`src/rtl/fetch_unit.sv`:
```
// fetch_unit: owns the architectural PC, fetches 16-bit instruction words over a
// req/gnt/rvalid memory interface (one request outstanding at most) and hands
// each word with its PC and PC+2 to IF/ID over valid/ready. Redirects flush any
// in-flight fetch; a delivered HLT parks the unit until the next redirect.
// Optional feature: define IFETCH_STATS_EN to add saturating transfer/flush
// counters (stat_fetched, stat_flushed).
module fetch_unit #(
  parameter logic [15:0] RESET_PC   = 16'h0000,
  parameter logic [3:0]  HLT_OPCODE = 4'hF
) (
  input  logic        clk,
  input  logic        rst_n,
  input  logic        redirect,
  input  logic [15:0] redirect_pc,
  output logic        imem_req,
  output logic [15:0] imem_addr,
  input  logic        imem_gnt,
  input  logic        imem_rvalid,
  input  logic [15:0] imem_rdata,
  output logic        if_valid,
  input  logic        if_ready,
  output logic [15:0] if_instr,
  output logic [15:0] if_pc,
  output logic [15:0] if_pc_plus2,
  output logic        halted
`ifdef IFETCH_STATS_EN
  ,
  output logic [15:0] stat_fetched,
  output logic [15:0] stat_flushed
`endif
);

  typedef enum logic [1:0] {
    S_FETCH  = 2'd0,
    S_WAIT   = 2'd1,
    S_HOLD   = 2'd2,
    S_HALTED = 2'd3
  } state_t;

  state_t      state_reg, state_next;
  logic [15:0] pc_reg, pc_next;
  logic [15:0] req_pc_reg, req_pc_next;
  logic        drop_reg, drop_next;
  logic        capture;
  logic        transfer;
  logic        is_hlt;

  // Redirects forbid a transfer in the same cycle, so valid is gated combinationally.
  assign if_valid  = (state_reg == S_HOLD) && !redirect;
  assign transfer  = if_valid && if_ready;
  assign is_hlt    = (if_instr[15:12] == HLT_OPCODE);
  // Request is masked while reset is held so nothing escapes during reset.
  assign imem_req  = rst_n && (state_reg == S_FETCH);
  assign imem_addr = pc_reg;
  assign halted    = (state_reg == S_HALTED);

  // Next-state, PC and drop-flag logic; redirect overrides everything last.
  always_comb begin
    state_next  = state_reg;
    pc_next     = pc_reg;
    req_pc_next = req_pc_reg;
    drop_next   = drop_reg;
    capture     = 1'b0;
    case (state_reg)
      S_FETCH: begin
        if (imem_gnt) begin
          req_pc_next = pc_reg;
          state_next  = S_WAIT;
          // Granted request now targets the old stream; its reply must be discarded.
          if (redirect) drop_next = 1'b1;
        end
      end
      S_WAIT: begin
        if (imem_rvalid) begin
          if (drop_reg || redirect) begin
            drop_next  = 1'b0;
            state_next = S_FETCH;
          end else begin
            capture    = 1'b1;
            state_next = S_HOLD;
          end
        end else if (redirect) begin
          drop_next = 1'b1;
        end
      end
      S_HOLD: begin
        if (transfer) begin
          if (is_hlt) begin
            state_next = S_HALTED;
          end else begin
            pc_next    = if_pc + 16'd2;
            state_next = S_FETCH;
          end
        end else if (redirect) begin
          state_next = S_FETCH;
        end
      end
      S_HALTED: begin
        if (redirect) state_next = S_FETCH;
      end
      default: state_next = S_FETCH;
    endcase
    if (redirect) pc_next = {redirect_pc[15:1], 1'b0};
  end

  // Control state registers.
  always_ff @(posedge clk or negedge rst_n) begin
    if (!rst_n) begin
      state_reg  <= S_FETCH;
      pc_reg     <= RESET_PC;
      req_pc_reg <= 16'h0000;
      drop_reg   <= 1'b0;
    end else begin
      state_reg  <= state_next;
      pc_reg     <= pc_next;
      req_pc_reg <= req_pc_next;
      drop_reg   <= drop_next;
    end
  end

  // IF/ID output buffer: loaded on an accepted response, held otherwise.
  always_ff @(posedge clk or negedge rst_n) begin
    if (!rst_n) begin
      if_instr    <= 16'h0000;
      if_pc       <= 16'h0000;
      if_pc_plus2 <= 16'h0000;
    end else if (capture) begin
      if_instr    <= imem_rdata;
      if_pc       <= req_pc_reg;
      if_pc_plus2 <= req_pc_reg + 16'd2;
    end
  end

`ifdef IFETCH_STATS_EN
  logic flush_evt;

  // A flush is a discarded response or an abandoned buffered instruction.
  assign flush_evt = ((state_reg == S_WAIT) && imem_rvalid && (drop_reg || redirect))
                   || ((state_reg == S_HOLD) && redirect);

  // Saturating event counters.
  always_ff @(posedge clk or negedge rst_n) begin
    if (!rst_n) begin
      stat_fetched <= 16'h0000;
      stat_flushed <= 16'h0000;
    end else begin
      if (transfer && (stat_fetched != 16'hFFFF)) stat_fetched <= stat_fetched + 16'd1;
      if (flush_evt && (stat_flushed != 16'hFFFF)) stat_flushed <= stat_flushed + 16'd1;
    end
  end
`endif

endmodule

```
`config.mk`:
```
export PLATFORM = sky130hd
export DESIGN_NAME = fetch_unit
export DESIGN_NICKNAME = d
export VERILOG_FILES = /design/src/rtl/fetch_unit.sv
export SDC_FILE = /design/constraint.sdc
export NUM_CORES = 1
export LEC_CHECK = 0
export CAP_MARGIN = 10
export CORE_ASPECT_RATIO = 1.2
export CORE_UTILIZATION = 43
export DETAILED_ROUTE_END_ITERATION = 12
export GPL_TIMING_DRIVEN = 0
export PLACE_DENSITY = 0.85
export RECOVER_POWER = 25
export SLEW_MARGIN = 40
export SYNTH_ARGS = -nofsm -noshare
export SYNTH_HDL_FRONTEND = slang
export SYNTH_SLANG_ARGS = --single-unit
```
`constraint.sdc`:
```
create_clock -name clk -period 1.5 [get_ports clk]
set_input_delay 0.225 -clock clk [delete_from_list [all_inputs] [get_ports clk]]
set_output_delay 0.225 -clock clk [all_outputs]
set_load 0.02 [all_outputs]
```
==> flow_metrics.py <==
metrics = {
    "synth": {
        "yosys_warnings": 0,
        "synth_fp_nets": 353,
        "synth_area_mm2": 0.00369,
        "synthFlopType": "dfrtp_1",
        "synth_top_area_share_pct": 55.5,
        "synth_largest_area_cell": "dfrtp_1",
        "synth_edf_count": 0,
        "seq_area_frac_synth_pct": 55.5,
        "synth_cell_types": 36,
        "synth.area.top_cells": "dfrtp_1 (56%), mux2_2 (7.9%), mux2_1 (5.8%)",
        "synthCells": 313,
        "synth_area_per_cell_um2": 11.8,
        "ys_seq_elements": 82,
        "synth-async-reset-ratio_pct": 100,
    },
    "timing": {
        "max_slew_margin_pct": 51.3,
        "fin_crit_sh_pct": 111,
        "tightest_slew_ns": 0.730,
        "finalSetupViolCount": 77,
        "fin_setup_tns_ns": -7.25,
        "final_hold_viol_count": 0,
        "worst_slack_ns": -0.168,
        "layout_min_cycle_time_ns": 1.67,
        "grt_setup_unrepaired": "true",
        "finClkSkew_ns": 0.0113,
        "drv_slew": 0,
        "fmax_ghz": 0.600,
    },
    "global_routing": {
        "grt_start_max_net_pins": 32,
        "grt_first_pass_wirelength_um": 18300,
        "overflow": 0,
        "first_global_vias": 3496,
        "track_usage_pct": 27.4,
        "antenna_found_initial": 0,
    },
    "cts": {
        "cts_tree": "yes",
        "cts_buffers": 9,
        "clk_latency_ns": 0.37,
        "path_clk_slew_ns": 0.09,
        "cts_root_buffer": "clkbuf_8",
        "clock_sinks": 82,
        "clock_path_buffers": 2,
        "cts_max_level": 3,
    },
    "die": {
        "row_count": 36,
        "die_y_um": 104,
        "pin_count": 105,
        "die-area_mm2": 0.00897,
        "chipWidth_um": 86.6,
        "core_mm2": 0.00824,
        "initial_utilization_pct": 44.8,
    },
    "critical_path": {
        "crit_slowest_cell": "dfrtp_2",
        "start_kind": "flop",
        "path_max_fanout": 9,
        "required_ns": 1.75,
        "r2r_start": "state_reg[0]$_DFFE_PN0P_",
        "end_kind": "flop",
        "crit_family": "simple AND/OR/NAND/NOR gates",
        "regToRegEndpoint": "imem_addr[3]$_DFFE_PN0P_",
        "path_class": "flop to flop",
        "cp_cell_sequence": "nor3b_4, buf_4, and3_4, nor2_4, a221o_1",
        "worstRegToRegCells": 5,
        "cp_data_arrival_time_ns": 1.91,
        "cp_num_buf_inv": 1,
        "ff2ff_setup_slack_ns": -0.17,
        "critPathMaxStageDelay_ns": 0.48,
    },
    "worst_hold_path": {
        "holdPathStages": 3,
        "hold_class": "input pin to flop",
        "holdPathEnd": "imem_addr[4]$_DFFE_PN0P_",
        "worstHoldStart": "redirect_pc[4]",
    },
    "power": {
        "pwr-share-seq_pct": 38.3,
        "vdd_drop_max_uv": 1270,
        "switching_share_pct": 41.4,
        "p_comb_share_pct": 46.2,
        "leakage_nw": 2.67,
        "switchingPower_w": 0.00465,
        "pwr_density_cell_mw_per_mm2": 1890,
        "clock_power_share_pct": 15.5,
        "intPower_w": 0.00657,
    },
    "job": {
        "maxCapViolations": 0,
    },
    "finish": {
        "drive_gt1_share_pct": 38.0,
        "fillers": 508,
        "final_common_cell": "dfrtp_1",
        "final_cell_mix": "dfrtp_1 (71), dlygate4sd2_1 (63), clkdlybuf4s50_1 (34)",
        "area_delta_synth_final_pct": 60.7,
        "antennaDiodeCount": 0,
        "final_cell_area_mm2": 0.00594,
        "nNetsFinal": 511,
        "fin_util_pct": 72.0,
    },
    "route": {
        "drt_wl_total_um": 12900,
        "drtIter0Drc": 233,
        "post-route-drc-count": 0,
        "dr.pass1.iters": 4,
        "num_vias": 3326,
        "drt.antenna.violating_nets": 0,
        "routed_via_density": 5.64,
        "wl_per_cell_um": 21.9,
    },
    "placement": {
        "placed_cell_area_mm2": 0.00493,
        "dp_hpwl_um": 6590,
        "place.gp.congestion": 0.809,
        "io_buffer_count": 102,
    },
    "run_status": {
        "violations": "negative setup slack",
        "status": "finished, violations left",
    },
}
-- through the flow --
stage | total power (W) | hold slack [ns] | instances | setup slack [ns]
2_1_floorplan | 0.00625 | -0.0706 | 313 | -0.0631
3_3_place_gp | 0.00813 | 0.461 | 529 | -3.02
3_5_place_dp | 0.00831 | 0.124 | 530 | -0.525
4_1_cts | 0.0103 | 0.397 | 577 | -0.109
5_1_grt | 0.0117 | 0.427 | 590 | -0.192
6_report | 0.0112 | 0.422 | 590 | -0.168
-- cell usage after synthesis (all sizes together), types with 4 or more instances --
library cell and count:
nor3b 4, nor4 6, and2 7, a221o 9
mux2 45, inv 9, nor2 24, xnor2 14
a21oi 16, nor3 12, xor2 10, o21ai 6
nand4 7, buf 13, nand2 20, dfrtp 82
nand3 9
-- metal layers --
| layer | up-vias | wire length (um) | GRT usage [%] | share of wire, % |
|---|---|---|---|---|
| met2 | 170 | 6670 | 46.0 | 52 |
| li1 | 1437 | - | - | - |
| met3 | 43 | 854 | 6.37 | 6.6 |
| met5 | - | 0 | 0 | 0 |
| met4 | 0 | 514 | 15.4 | 4.0 |
| met1 | 1676 | 4890 | 31.9 | 38 |
-- tightest hold or removal path, delay by kind of cell --
family / cells / cell delay (ns)
compound gates: 1 / 0.06
buf+inv: 2 / 0.47
-- cell families (layout without fill, tap and decap cells) --
family	count (synthesis)	in the layout	share of synthesized area, %
AO/OA/AOI/OAI	39	39	7.25
adder cells (fa/ha/maj)	2	2	0.677
multiplexers	47	47	14.3
flip-flops	82	82	55.5
AND/OR/NAND/NOR	95	95	13.1
buffers and inverters	24	187	3.45
XOR/XNOR	24	24	5.69
-- layout make-up --
cell class / instances / area, um2 / area share (%)
plain buffers: 13 / 148 / 2.49
clock buffers: 10 / 138 / 2.32
clock inverters: 6 / 70.1 / 1.18
inverters: 9 / 33.8 / 0.569
multi-input cells: 207 / 1930 / 32.6
flip-flops and latches: 82 / 2070 / 34.8
well taps: 114 / 143 / 2.40
repair buffers: 149 / 1410 / 23.7
-- how the worst max path moves through the flow --
stage	cells after the start	endpoint	slack, ns	start
5_1_grt	5	imem_addr[3]$_DFFE_PN0P_	-0.19	state_reg[0]$_DFFE_PN0P_
3_5_place_dp	5	if_pc[1]$_DFFE_PN0P_	-0.52	imem_rvalid
2_1_floorplan	5	imem_addr[13]$_DFFE_PN0P_	-0.06	state_reg[1]$_DFFE_PN0P_
3_3_place_gp	3	imem_req	-3.02	rst_n
4_1_cts	2	if_valid	-0.11	state_reg[0]$_DFFE_PN0P_
6_report	5	imem_addr[3]$_DFFE_PN0P_	-0.17	state_reg[0]$_DFFE_PN0P_
-- what timing repair did --
item,in CTS,in global routing
endpoints found under the hold margin,31,0
endpoints found under the setup margin,138,84
hold buffers,6,0
pin swaps,5,11
buffers inserted,21,15
resized for setup,149,72
cloned,6,0
-- power by group through the flow --
| stage | registers [W] | logic (W) | clock network (W) |
|---|---|---|---|
| finish | 0.00430 | 0.00518 | 0.00174 |
| global route | 0.00440 | 0.00544 | 0.00184 |
| CTS | 0.00408 | 0.00453 | 0.00170 |
| detailed placement | 0.00411 | 0.00420 | 0 |
| global placement | 0.00404 | 0.00409 | 0 |
| floorplan | 0.00468 | 0.00157 | 0 |
Note: power is estimated with default switching activity, not from simulation.
